`src/rtl/scu_dsp_loader_pkg.sv`:
```
// scu_dsp_loader_pkg: shared states, SCU port addresses and control bits
// for the SCU DSP bootstrap loader.
package scu_dsp_loader_pkg;

   typedef enum logic [3:0] {
      IDLE,
      PCSET,
      PFETCH,
      PWRITE,
      DASET,
      DFETCH,
      DWRITE,
      RUN,
      POLL,
      FIN,
      STOP
   } ld_state_t;

   localparam logic [1:0] A_CTRL  = 2'd0;
   localparam logic [1:0] A_PROG  = 2'd1;
   localparam logic [1:0] A_DADDR = 2'd2;
   localparam logic [1:0] A_DDATA = 2'd3;

   localparam int EX_BIT = 16;
   localparam int LE_BIT = 15;
   localparam int EF_BIT = 18;

   function automatic logic [31:0] ctrl_word(
      input logic       ex,
      input logic       le,
      input logic [7:0] pc
   );
      logic [31:0] w;
      w         = '0;
      w[EX_BIT] = ex;
      w[LE_BIT] = le;
      w[7:0]    = pc;
      return w;
   endfunction

endpackage

```
`src/rtl/scu_dsp_loader_fetch.sv`:
```
// scu_dsp_loader_fetch: source req/ack handshake and word capture.
// REQ and ADDR hold until ACK; a squash drops REQ so a late ACK is ignored.
module scu_dsp_loader_fetch
   import scu_dsp_loader_pkg::*;
#(
   parameter int SRC_AW = 20
) (
   input  logic              i_clk,
   input  logic              i_rst,
   input  logic              i_ce,
   input  logic              i_go,
   input  logic              i_squash,
   input  logic [SRC_AW-1:0] i_addr,
   input  logic              i_ack,
   input  logic [31:0]       i_data,
   output logic              o_req,
   output logic [SRC_AW-1:0] o_addr,
   output logic              o_valid,
   output logic [31:0]       o_word
);

   logic              r_req;
   logic [SRC_AW-1:0] r_addr;
   logic              r_valid;
   logic [31:0]       r_word;

   always_ff @(posedge i_clk or posedge i_rst) begin
      if (i_rst) begin
         r_req   <= 1'b0;
         r_addr  <= '0;
         r_valid <= 1'b0;
         r_word  <= '0;
      end else if (i_ce) begin
         r_valid <= 1'b0;
         if (i_squash) begin
            r_req <= 1'b0;
         end else if (r_req && i_ack) begin
            r_req   <= 1'b0;
            r_valid <= 1'b1;
            r_word  <= i_data;
         end else if (i_go && !r_req) begin
            r_req  <= 1'b1;
            r_addr <= i_addr;
         end
      end
   end

   assign o_req   = r_req;
   assign o_addr  = r_addr;
   assign o_valid = r_valid;
   assign o_word  = r_word;

endmodule

```
`src/rtl/scu_dsp_loader.sv`:
```
// scu_dsp_loader: bootstraps the SCU DSP (program, data RAM, run, poll EF).
// Optional poll watchdog: define SCU_DSP_LOADER_WATCHDOG_EN.
module scu_dsp_loader
   import scu_dsp_loader_pkg::*;
#(
   parameter int POLL_GAP = 16,
   parameter int TIMEOUT  = 65535,
   parameter int SRC_AW   = 20
) (
   input  logic              CLK,
   input  logic              RST,
   input  logic              CE_R,
   input  logic              START,
   input  logic              ABORT,
   input  logic [8:0]        PROG_LEN,
   input  logic [8:0]        DATA_LEN,
   input  logic [7:0]        DATA_ADDR,
   input  logic [7:0]        START_PC,
   input  logic [SRC_AW-1:0] SRC_BASE,
   output logic              SRC_REQ,
   output logic [SRC_AW-1:0] SRC_ADDR,
   input  logic              SRC_ACK,
   input  logic [31:0]       SRC_DATA,
   output logic [1:0]        SCU_A,
   output logic [31:0]       SCU_DI,
   input  logic [31:0]       SCU_DO,
   output logic [3:0]        SCU_WR,
   output logic              SCU_RD,
   output logic              BUSY,
   output logic              DONE,
   output logic              ERR
);

   localparam int GW = (POLL_GAP > 1) ? $clog2(POLL_GAP) : 1;
   localparam int PW = $clog2(TIMEOUT + 1);

   ld_state_t         r_state, w_nxt_state;
   logic              r_acc, w_nxt_acc;
   logic [1:0]        r_a, w_nxt_a;
   logic [31:0]       r_di, w_nxt_di;
   logic              r_wr, w_nxt_wr;
   logic              r_rd, w_nxt_rd;
   logic              r_busy, w_nxt_busy;
   logic              r_done, w_nxt_done;
   logic              r_err, w_nxt_err;
   logic [8:0]        r_i, w_nxt_i;
   logic [8:0]        r_j, w_nxt_j;
   logic [GW-1:0]     r_gap, w_nxt_gap;
   logic [PW-1:0]     r_polls, w_nxt_polls;

   logic [8:0]        r_prog_len;
   logic [8:0]        r_data_len;
   logic [7:0]        r_data_addr;
   logic [7:0]        r_start_pc;
   logic [SRC_AW-1:0] r_src_base;

   logic              w_latch;
   logic              w_go;
   logic              w_squash;
   logic              w_req;
   logic              w_valid;
   logic [31:0]       w_word;
   logic [9:0]        w_off;
   logic [SRC_AW-1:0] w_src_addr;
   logic              w_unused_do;

   // Data words follow the program words in the source image.
   assign w_off = (r_state == DFETCH)
                ? ({1'b0, r_prog_len} + {1'b0, r_j})
                : {1'b0, r_i};
   assign w_src_addr = r_src_base + SRC_AW'(w_off);
   assign w_unused_do = ^{SCU_DO[31:EF_BIT+1], SCU_DO[EF_BIT-1:0]};

   scu_dsp_loader_fetch #(
      .SRC_AW (SRC_AW)
   ) u_fetch (
      .i_clk    (CLK),
      .i_rst    (RST),
      .i_ce     (CE_R),
      .i_go     (w_go),
      .i_squash (w_squash),
      .i_addr   (w_src_addr),
      .i_ack    (SRC_ACK),
      .i_data   (SRC_DATA),
      .o_req    (w_req),
      .o_addr   (SRC_ADDR),
      .o_valid  (w_valid),
      .o_word   (w_word)
   );

   always_comb begin
      w_nxt_state = r_state;
      w_nxt_acc   = r_acc;
      w_nxt_a     = r_a;
      w_nxt_di    = r_di;
      w_nxt_wr    = 1'b0;
      w_nxt_rd    = 1'b0;
      w_nxt_busy  = r_busy;
      w_nxt_done  = 1'b0;
      w_nxt_err   = r_err;
      w_nxt_i     = r_i;
      w_nxt_j     = r_j;
      w_nxt_gap   = r_gap;
      w_nxt_polls = r_polls;
      w_latch     = 1'b0;
      w_go        = 1'b0;
      w_squash    = 1'b0;
      // An in-flight strobe has already had its period; it just drops here.
      if (ABORT && r_state != IDLE && r_state != STOP) begin
         w_nxt_state = STOP;
         w_nxt_acc   = 1'b0;
         w_squash    = 1'b1;
      end else begin
         unique case (r_state)
            IDLE: begin
               if (START) begin
                  w_latch     = 1'b1;
                  w_nxt_state = PCSET;
                  w_nxt_busy  = 1'b1;
                  w_nxt_err   = 1'b0;
                  w_nxt_acc   = 1'b0;
                  w_nxt_i     = '0;
                  w_nxt_j     = '0;
                  w_nxt_gap   = '0;
                  w_nxt_polls = '0;
               end
            end
            PCSET: begin
               if (!r_acc) begin
                  w_nxt_wr  = 1'b1;
                  w_nxt_a   = A_CTRL;
                  w_nxt_di  = ctrl_word(1'b0, 1'b1, 8'h00);
                  w_nxt_acc = 1'b1;
               end else begin
                  w_nxt_acc   = 1'b0;
                  w_nxt_state = (r_prog_len == 9'd0) ? DASET : PFETCH;
               end
            end
            PFETCH: begin
               if (w_valid) w_nxt_state = PWRITE;
               else if (!w_req) w_go = 1'b1;
            end
            PWRITE: begin
               if (!r_acc) begin
                  w_nxt_wr  = 1'b1;
                  w_nxt_a   = A_PROG;
                  w_nxt_di  = w_word;
                  w_nxt_acc = 1'b1;
               end else begin
                  w_nxt_acc   = 1'b0;
                  w_nxt_i     = r_i + 9'd1;
                  w_nxt_state = (w_nxt_i == r_prog_len) ? DASET : PFETCH;
               end
            end
            DASET: begin
               if (r_data_len == 9'd0) begin
                  w_nxt_state = RUN;
               end else if (!r_acc) begin
                  w_nxt_wr  = 1'b1;
                  w_nxt_a   = A_DADDR;
                  w_nxt_di  = {24'h0, r_data_addr};
                  w_nxt_acc = 1'b1;
               end else begin
                  w_nxt_acc   = 1'b0;
                  w_nxt_j     = '0;
                  w_nxt_state = DFETCH;
               end
            end
            DFETCH: begin
               if (w_valid) w_nxt_state = DWRITE;
               else if (!w_req) w_go = 1'b1;
            end
            DWRITE: begin
               if (!r_acc) begin
                  w_nxt_wr  = 1'b1;
                  w_nxt_a   = A_DDATA;
                  w_nxt_di  = w_word;
                  w_nxt_acc = 1'b1;
               end else begin
                  w_nxt_acc   = 1'b0;
                  w_nxt_j     = r_j + 9'd1;
                  w_nxt_state = (w_nxt_j == r_data_len) ? RUN : DFETCH;
               end
            end
            RUN: begin
               if (!r_acc) begin
                  w_nxt_wr  = 1'b1;
                  w_nxt_a   = A_CTRL;
                  w_nxt_di  = ctrl_word(1'b1, 1'b0, r_start_pc);
                  w_nxt_acc = 1'b1;
               end else begin
                  w_nxt_acc   = 1'b0;
                  w_nxt_gap   = '0;
                  w_nxt_state = POLL;
               end
            end
            POLL: begin
               if (!r_acc) begin
                  if (r_gap == GW'(POLL_GAP - 1)) begin
                     w_nxt_rd  = 1'b1;
                     w_nxt_a   = A_CTRL;
                     w_nxt_acc = 1'b1;
                     w_nxt_gap = '0;
                  end else begin
                     w_nxt_gap = r_gap + GW'(1);
                  end
               end else begin
                  w_nxt_acc   = 1'b0;
                  w_nxt_polls = r_polls + PW'(1);
                  if (SCU_DO[EF_BIT]) begin
                     w_nxt_state = FIN;
`ifdef SCU_DSP_LOADER_WATCHDOG_EN
                  end else if (w_nxt_polls == PW'(TIMEOUT)) begin
                     w_nxt_err   = 1'b1;
                     w_nxt_state = STOP;
`endif
                  end
               end
            end
            FIN: begin
               w_nxt_done  = 1'b1;
               w_nxt_busy  = 1'b0;
               w_nxt_state = IDLE;
            end
            STOP: begin
               if (!r_acc) begin
                  w_nxt_wr  = 1'b1;
                  w_nxt_a   = A_CTRL;
                  w_nxt_di  = '0;
                  w_nxt_acc = 1'b1;
               end else begin
                  w_nxt_acc   = 1'b0;
                  w_nxt_busy  = 1'b0;
                  w_nxt_state = IDLE;
               end
            end
            default: w_nxt_state = IDLE;
         endcase
      end
   end

   always_ff @(posedge CLK or posedge RST) begin
      if (RST) begin
         r_state     <= IDLE;
         r_acc       <= 1'b0;
         r_a         <= '0;
         r_di        <= '0;
         r_wr        <= 1'b0;
         r_rd        <= 1'b0;
         r_busy      <= 1'b0;
         r_done      <= 1'b0;
         r_err       <= 1'b0;
         r_i         <= '0;
         r_j         <= '0;
         r_gap       <= '0;
         r_polls     <= '0;
         r_prog_len  <= '0;
         r_data_len  <= '0;
         r_data_addr <= '0;
         r_start_pc  <= '0;
         r_src_base  <= '0;
      end else if (CE_R) begin
         r_state <= w_nxt_state;
         r_acc   <= w_nxt_acc;
         r_a     <= w_nxt_a;
         r_di    <= w_nxt_di;
         r_wr    <= w_nxt_wr;
         r_rd    <= w_nxt_rd;
         r_busy  <= w_nxt_busy;
         r_done  <= w_nxt_done;
         r_err   <= w_nxt_err;
         r_i     <= w_nxt_i;
         r_j     <= w_nxt_j;
         r_gap   <= w_nxt_gap;
         r_polls <= w_nxt_polls;
         if (w_latch) begin
            r_prog_len  <= PROG_LEN;
            r_data_len  <= DATA_LEN;
            r_data_addr <= DATA_ADDR;
            r_start_pc  <= START_PC;
            r_src_base  <= SRC_BASE;
         end
      end
   end

   assign SRC_REQ = w_req;
   assign SCU_A   = r_a;
   assign SCU_DI  = r_di;
   assign SCU_WR  = {4{r_wr}};
   assign SCU_RD  = r_rd;
   assign BUSY    = r_busy;
   assign DONE    = r_done;
   assign ERR     = r_err;

endmodule

```
`config.mk`:
```
export PLATFORM = sky130hd
export DESIGN_NAME = scu_dsp_loader
export DESIGN_NICKNAME = d
export VERILOG_FILES = /design/src/rtl/scu_dsp_loader_pkg.sv /design/src/rtl/scu_dsp_loader_fetch.sv /design/src/rtl/scu_dsp_loader.sv
export SDC_FILE = /design/constraint.sdc
export NUM_CORES = 1
export LEC_CHECK = 0
export ABC_AREA = 1
export CORE_ASPECT_RATIO = 1.5
export CORE_MARGIN = 4
export CORE_UTILIZATION = 45
export DETAILED_ROUTE_END_ITERATION = 7
export MAX_ROUTING_LAYER = met4
export PLACE_DENSITY_LB_ADDON = 0.3
export SLEW_MARGIN = 20
export SYNTH_ARGS = -nofsm -noshare
export SYNTH_HDL_FRONTEND = slang
export SYNTH_HIERARCHICAL = 1
export SYNTH_SLANG_ARGS = --single-unit
```
`constraint.sdc`:
```
create_clock -name CLK -period 4.4 [get_ports CLK]
set_clock_uncertainty 0.2 [all_clocks]
set_input_delay 1.32 -clock CLK [delete_from_list [all_inputs] [get_ports CLK]]
set_output_delay 1.32 -clock CLK [all_outputs]
set_load 0.02 [all_outputs]
```
Word-level counts from Yosys, hierarchy flattened
Cells that the tools add are included.

operators by class
  reduce and logical (&&, ||, !) cells = 33
  multiply operators = 0
  shift operators = 0
  divide/modulo/power cells = 0
  $lt $le $gt $ge = 0
  bitwise gates (word level) = 3
  add/sub/neg operators = 5
  equal/unequal tests = 43
  mux-type cells = 74

operators with widths
  operator                                             number
  two-way mux 32 bit                                   6
  one-hot mux 32 bit (5 select lines)                  1
  two-way mux 4 bit                                    16
  two-way mux 9 bit                                    5
  one-hot mux 4 bit (10 select lines)                  1
  != test 2 bit, second input constant                 17
  two-way mux 1 bit                                    27
  != test 3 bit, second input constant                 9
  one-hot mux 9 bit (3 select lines)                   1
  adder 20 x 10 -> 20 bit                              1
  adder 9 x 1 -> 9 bit, second input constant          2
  equality test 9 bit                                  2
  logical NOT 9 bit                                    2
  one-hot mux 9 bit (2 select lines)                   1
  equality test 4 x 3 -> 1 bit, second input constant  4
  equality test 4 bit, second input constant           4
  two-way mux 2 bit                                    8
  nonzero test 5 bit                                   3
  one-hot mux 4 bit (3 select lines)                   1
  AND reduction 12 bit                                 1
  nonzero test 3 bit                                   4
  adder 9 x 9 -> 10 bit                                1
  two-way mux 10 bit                                   1
  one-hot mux 2 bit (5 select lines)                   1
  27 further kinds                                     39

word-level totals
  input port bits = 124
  bits in latches = 0
  flip-flop bits (word level) = 173
  output and inout bits = 63
  word-level logic and storage cells = 178
  memory bits (writable) = 0
  memory bits (read-only) = 0
  memories kept = 0

Depth between registers and ports, before layout
  depth in word-level cells = 8
  gate-level depth with buffers = 21
  gate-level depth less buffers = 21

Cells and area by module
Netlist, hierarchy kept.

modules (own cells, without submodules)
  module                instances  seq. area each (sq um)  cells each  area an instance (sq um)
  scu_dsp_loader        1          2,977.9                 937         7,055.5
  scu_dsp_loader_fetch  1          1,351.3                 241         2,179.6

Least setup slack after synthesis
Ideal clock, no wire load.

  kind = reg-to-reg
  start point = register r_j[0]
  end point = register u_fetch.r_addr[17] (netlist: u_fetch/o_addr[17])
  arrival time = 3.144 ns
  setup slack = 0.939 ns
  period minus slack after synthesis = 3.461 ns
  stages on the path, launching flop included = 21
  path buffers = 0
  setup time = 0.117 ns
  data required time = 4.083 ns
  path through = dfrtp_1 > ha_1 > inv_1 > fa_1 > o21ai_0 > a21oi_1 > o21ai_0 > xnor2_1 > o21ai_0 > ha_1 > nand2_1 > o21ai_0 > nand2_1 > nand3_1 > nand2_1 > nor3_1 > nand2_1 > nand2_1 > nand2_1 > nand3_1 > nand2_1

between the ends
  longest elaborated chain between the ends = 3

ends and longest elaborated chain
  item                      line                        RTL
  from (decl)               scu_dsp_loader.sv:47        logic [8:0] r_j, w_nxt_j;
  from (signal assigned)    scu_dsp_loader.sv:273       r_j <= w_nxt_j;
  adder 9 x 9 -> 10 bit     scu_dsp_loader.sv:69        ? ({1'b0, r_prog_len} + {1'b0, r_j})
  two-way mux 10 bit        scu_dsp_loader.sv:69
  adder 20 x 10 -> 20 bit   scu_dsp_loader.sv:71        assign w_src_addr = r_src_base + SRC_AW'(w_off);
  named net w_src_addr[17]  scu_dsp_loader.sv:64        logic [SRC_AW-1:0] w_src_addr;
  to (signal assigned)      scu_dsp_loader_fetch.sv:43  r_addr <= i_addr;
  to (decl)                 scu_dsp_loader_fetch.sv:23  logic [SRC_AW-1:0] r_addr;

The timed path passes the listed nets, and every way through them passes these cells.
A chain may end at the register's enable or synchronous reset.

Worst setup path in the final report
  start point = register r_prog_len[0]
  end point = register u_fetch.r_addr[17] (netlist: u_fetch/o_addr[17])

between the ends
  longest elaborated chain between the ends = 3

ends and longest elaborated chain
  item                      line                   RTL
  from (decl)               scu_dsp_loader.sv:51   logic [8:0] r_prog_len;
  from (signal assigned)    scu_dsp_loader.sv:257  r_prog_len <= '0;
  from (signal assigned)    scu_dsp_loader.sv:277  r_prog_len <= PROG_LEN;
  adder 9 x 9 -> 10 bit     scu_dsp_loader.sv:69
  two-way mux 10 bit        scu_dsp_loader.sv:69
  adder 20 x 10 -> 20 bit   scu_dsp_loader.sv:71
  named net w_src_addr[17]  scu_dsp_loader.sv:64

The timed path passes the listed nets, and every way through them passes these cells.

==> results.toml <==
[cells_and_area]
design_area_um2 = 11550
finalNetCount = 1465
final_util_pct = 57.90
diodes = 0
final-seq-area_um2 = 4329
drive_above_1_share_pct = 6.842
fin_cells = 1590
nFillCells = 1803
multi_input_area_um2 = 4240
area.growth.synth_to_final_pct = 25.04

[floorplanning]
die_area_um2 = 22930
initial_core_util_pct = 46.31
rows = 63
fp.dieH_um = 183.5
die_x_um = 125.0
fp.coreArea_um2 = 19940
io_pins = 187

[critical_path]
reg2reg_to = "u_fetch/o_addr[17]$_DFFE_PP0P_"
worstSetupPathType = "flop to flop"
start_kind = "flop"
arrival_ns = 4.18
r2r_slack_ns = 0.35
cp.required_ns = 4.53
worst-path-buf-inv = 1
reg2regPathDepth = 20
cp_max_fo = 5
crit_slowest_cell = "dfrtp_1"
cpMostUsedCell = "nand2_1"
cp_cell_sequence = "ha_1 > inv_1 > fa_1 > o21ai_0 > a21oi_1 > o21ai_0 > xnor2_1 > o21ai_0 > ha_1 > nand2_1 > o21ai_0 > nand2_1 > nand3_1 > nand2_1 > nor3_1 > nand2_1 > nand2_1 > nand2_1 > nand3_1 > nand2_1"
rr_startpoint = "r_prog_len[0]$_DFFE_PP0P_"
setup.worst_path.end_class = "flop"
startpoint = "r_prog_len[0]$_DFFE_PP0P_"
critical-path-max-stage-delay_ns = 0.45
critPathTopFamily = "simple AND/OR/NAND/NOR gates"

[yosys]
yosys.cell_types.count = 49
synthArstFlopShare_pct = 100.0
synth_area_per_cell_um2 = 7.840
yosys-top-cells-area = "dfrtp_1, nand2_1, nand3_1"
netlist.area_leader.share_pct = 46.88
yosysSeqAreaShare_pct = 46.88
synth_edf_count = 0
ys_warn_count = 6
ys.flop_type = "dfrtp_1"
syn_area_um2 = 9235
synth_commonest_cells = "nand2_1, dfrtp_1, nand3_1"
syn_inst = 1178
yosysMostFrequentCell = "nand2_1"
syn_nets = 1326
ys_ff_latch = 173
yosys.area.top_type = "dfrtp_1"

[sta]
worstMarginPinSlew_ns = 1.087
fmax_mhz = 246.9
finalHoldViolCount = 0
period_share_pct = 92.05
rsz0062_at_grt = "no"
setup_violations = 0
finalMaxSlewViolations = 0
setup_tns_ns = 0
timing.hold.ws_ns = 0.2713
period_minus_slack_ns = 4.050
maxSlewHeadroom_pct = 27.43
fin_ws_ns = 0.3500

[cts]
clk-insertion-delay-late_ns = 0.43
cts.clk_slew.worst_paths_ns = 0.07
cts_made_buffers = 17
ctsResizeCount = 0
cts_max_level = 4
hold_buffers = 0
cts_tree = "done"
clockBufferDepth = 2
clkSinkCount = 173
cts-root-buf = "clkbuf_16"
cts_setup_buffers = 0

[routing]
viasPerCell = 5.181
wl_per_cell_um = 15.70
routed_wl_um = 24970
post-route-drc-count = 0
wl_met1_um = 9943
ant_nets = 0
detail_route.first_pass.iterations = 5
drtIter0Drc = 503
met3WireLength_um = 1314
met2_length_um = 12870
via_count = 8237
dr.max_layer_used = "met4"

[placement]
place_area_um2 = 10950
port_buffers = 154
pre_cts_slack_ns = 0.3864
place.detailed.hpwl_um = 18130
gp_congestion = 0.9176
placed_cells = 1558

[hold_path]
hold_start = "u_fetch/o_addr[0]$_DFFE_PP0P_"
holdPathEnd = "u_fetch/o_addr[0]$_DFFE_PP0P_"
hp-class = "flop to flop"
min_path_cells = 2

[pwr]
p_per_area_nw_per_um2 = 660.3
cellLeakagePower_nw = 5.676
ir_drop_v = 0.0003633
finalPower_mw = 7.625

[global_routing]
antenna_found_initial = 0
grt_pass1_wl_um = 40620
grt_pass1_vias = 8276
overflow = 0
grt_start_max_net_pins = 120
track_usage_pct = 22.47

[flow_run]
maxCapViolCount = 0

[status]
status = "finished clean"
[cell type report]
| cell class | instances | area share, % |
|---|---|---|
| Timing Repair Buffer | 166 | 14.45 |
| Tap cell | 260 | 2.817 |
| Clock inverter | 14 | 1.484 |
| Inverter | 100 | 3.316 |
| Sequential cell | 173 | 37.49 |
| Clock buffer | 18 | 3.717 |
| Multi-Input combinational cell | 859 | 36.72 |
[layout by cell type (no fill, tap or decap), drive strengths merged, types with 12 or more instances in the layout]
cell	instances
dfrtp	173
nand2	445
o21ai	77
inv	105
clkbuf	18
xor2	15
o22ai	17
a21oi	25
nor2	74
buf	12
nand3	129
ha	22
clkdlybuf4s50	154
[worst min-delay path, delay by kind of cell (launching register included)]
kind          cells  cell delay [ns]
flops             1             0.35
simple gates      2             0.09
[flip-flops by register name (all words and copies together), names as in the netlist]
name and cells:
SCU_A 2, r_src_base 20, u_fetch/o_req 1, r_gap 4, DONE 1, r_j 9, r_prog_len 9, r_start_pc 8
SCU_RD 1, r_data_addr 8, r_wr 1, r_acc 1, SCU_DI 32, u_fetch/o_addr 20, r_state 4, u_fetch/o_valid 1
u_fetch/o_word 32, r_i 9, BUSY 1, r_data_len 9
[routing by layer]
layer / vias to the layer above / track usage, %
li1: 4095 / -
met2: 231 / 39.04
met3: 62 / 4.186
met1: 3849 / 25.17
met4: 0 / 10.11
met5: - / -
[logic make-up after synthesis]
kind of cell    Yosys count  share of synthesized area [%]
compound gates          143                          9.159
xor+xnor                 24                          2.276
fa+ha+maj                24                          3.414
buf+inv                 146                          7.208
flops                   173                          46.88
other cells               1                        0.04061
simple gates            667                          31.03
[worst max-delay path by stage]
stage / to / slack [ns] / depth (start not counted)
2_1_floorplan: u_fetch/o_addr[17]$_DFFE_PP0P_ / 0.94 / 20
3_3_place_gp: u_fetch/o_addr[17]$_DFFE_PP0P_ / 0.44 / 20
3_5_place_dp: u_fetch/o_addr[17]$_DFFE_PP0P_ / 0.39 / 20
4_1_cts: u_fetch/o_addr[17]$_DFFE_PP0P_ / 0.36 / 20
5_1_grt: u_fetch/o_addr[17]$_DFFE_PP0P_ / 0.02 / 20
6_report: u_fetch/o_addr[17]$_DFFE_PP0P_ / 0.35 / 20
[power breakdown]
part / internal, mW / switching [mW]
combinational: 1.30 / 2.00
sequential: 2.25 / 0.524
clock: 0.816 / 0.730
Power figures use the tool's default switching activity.
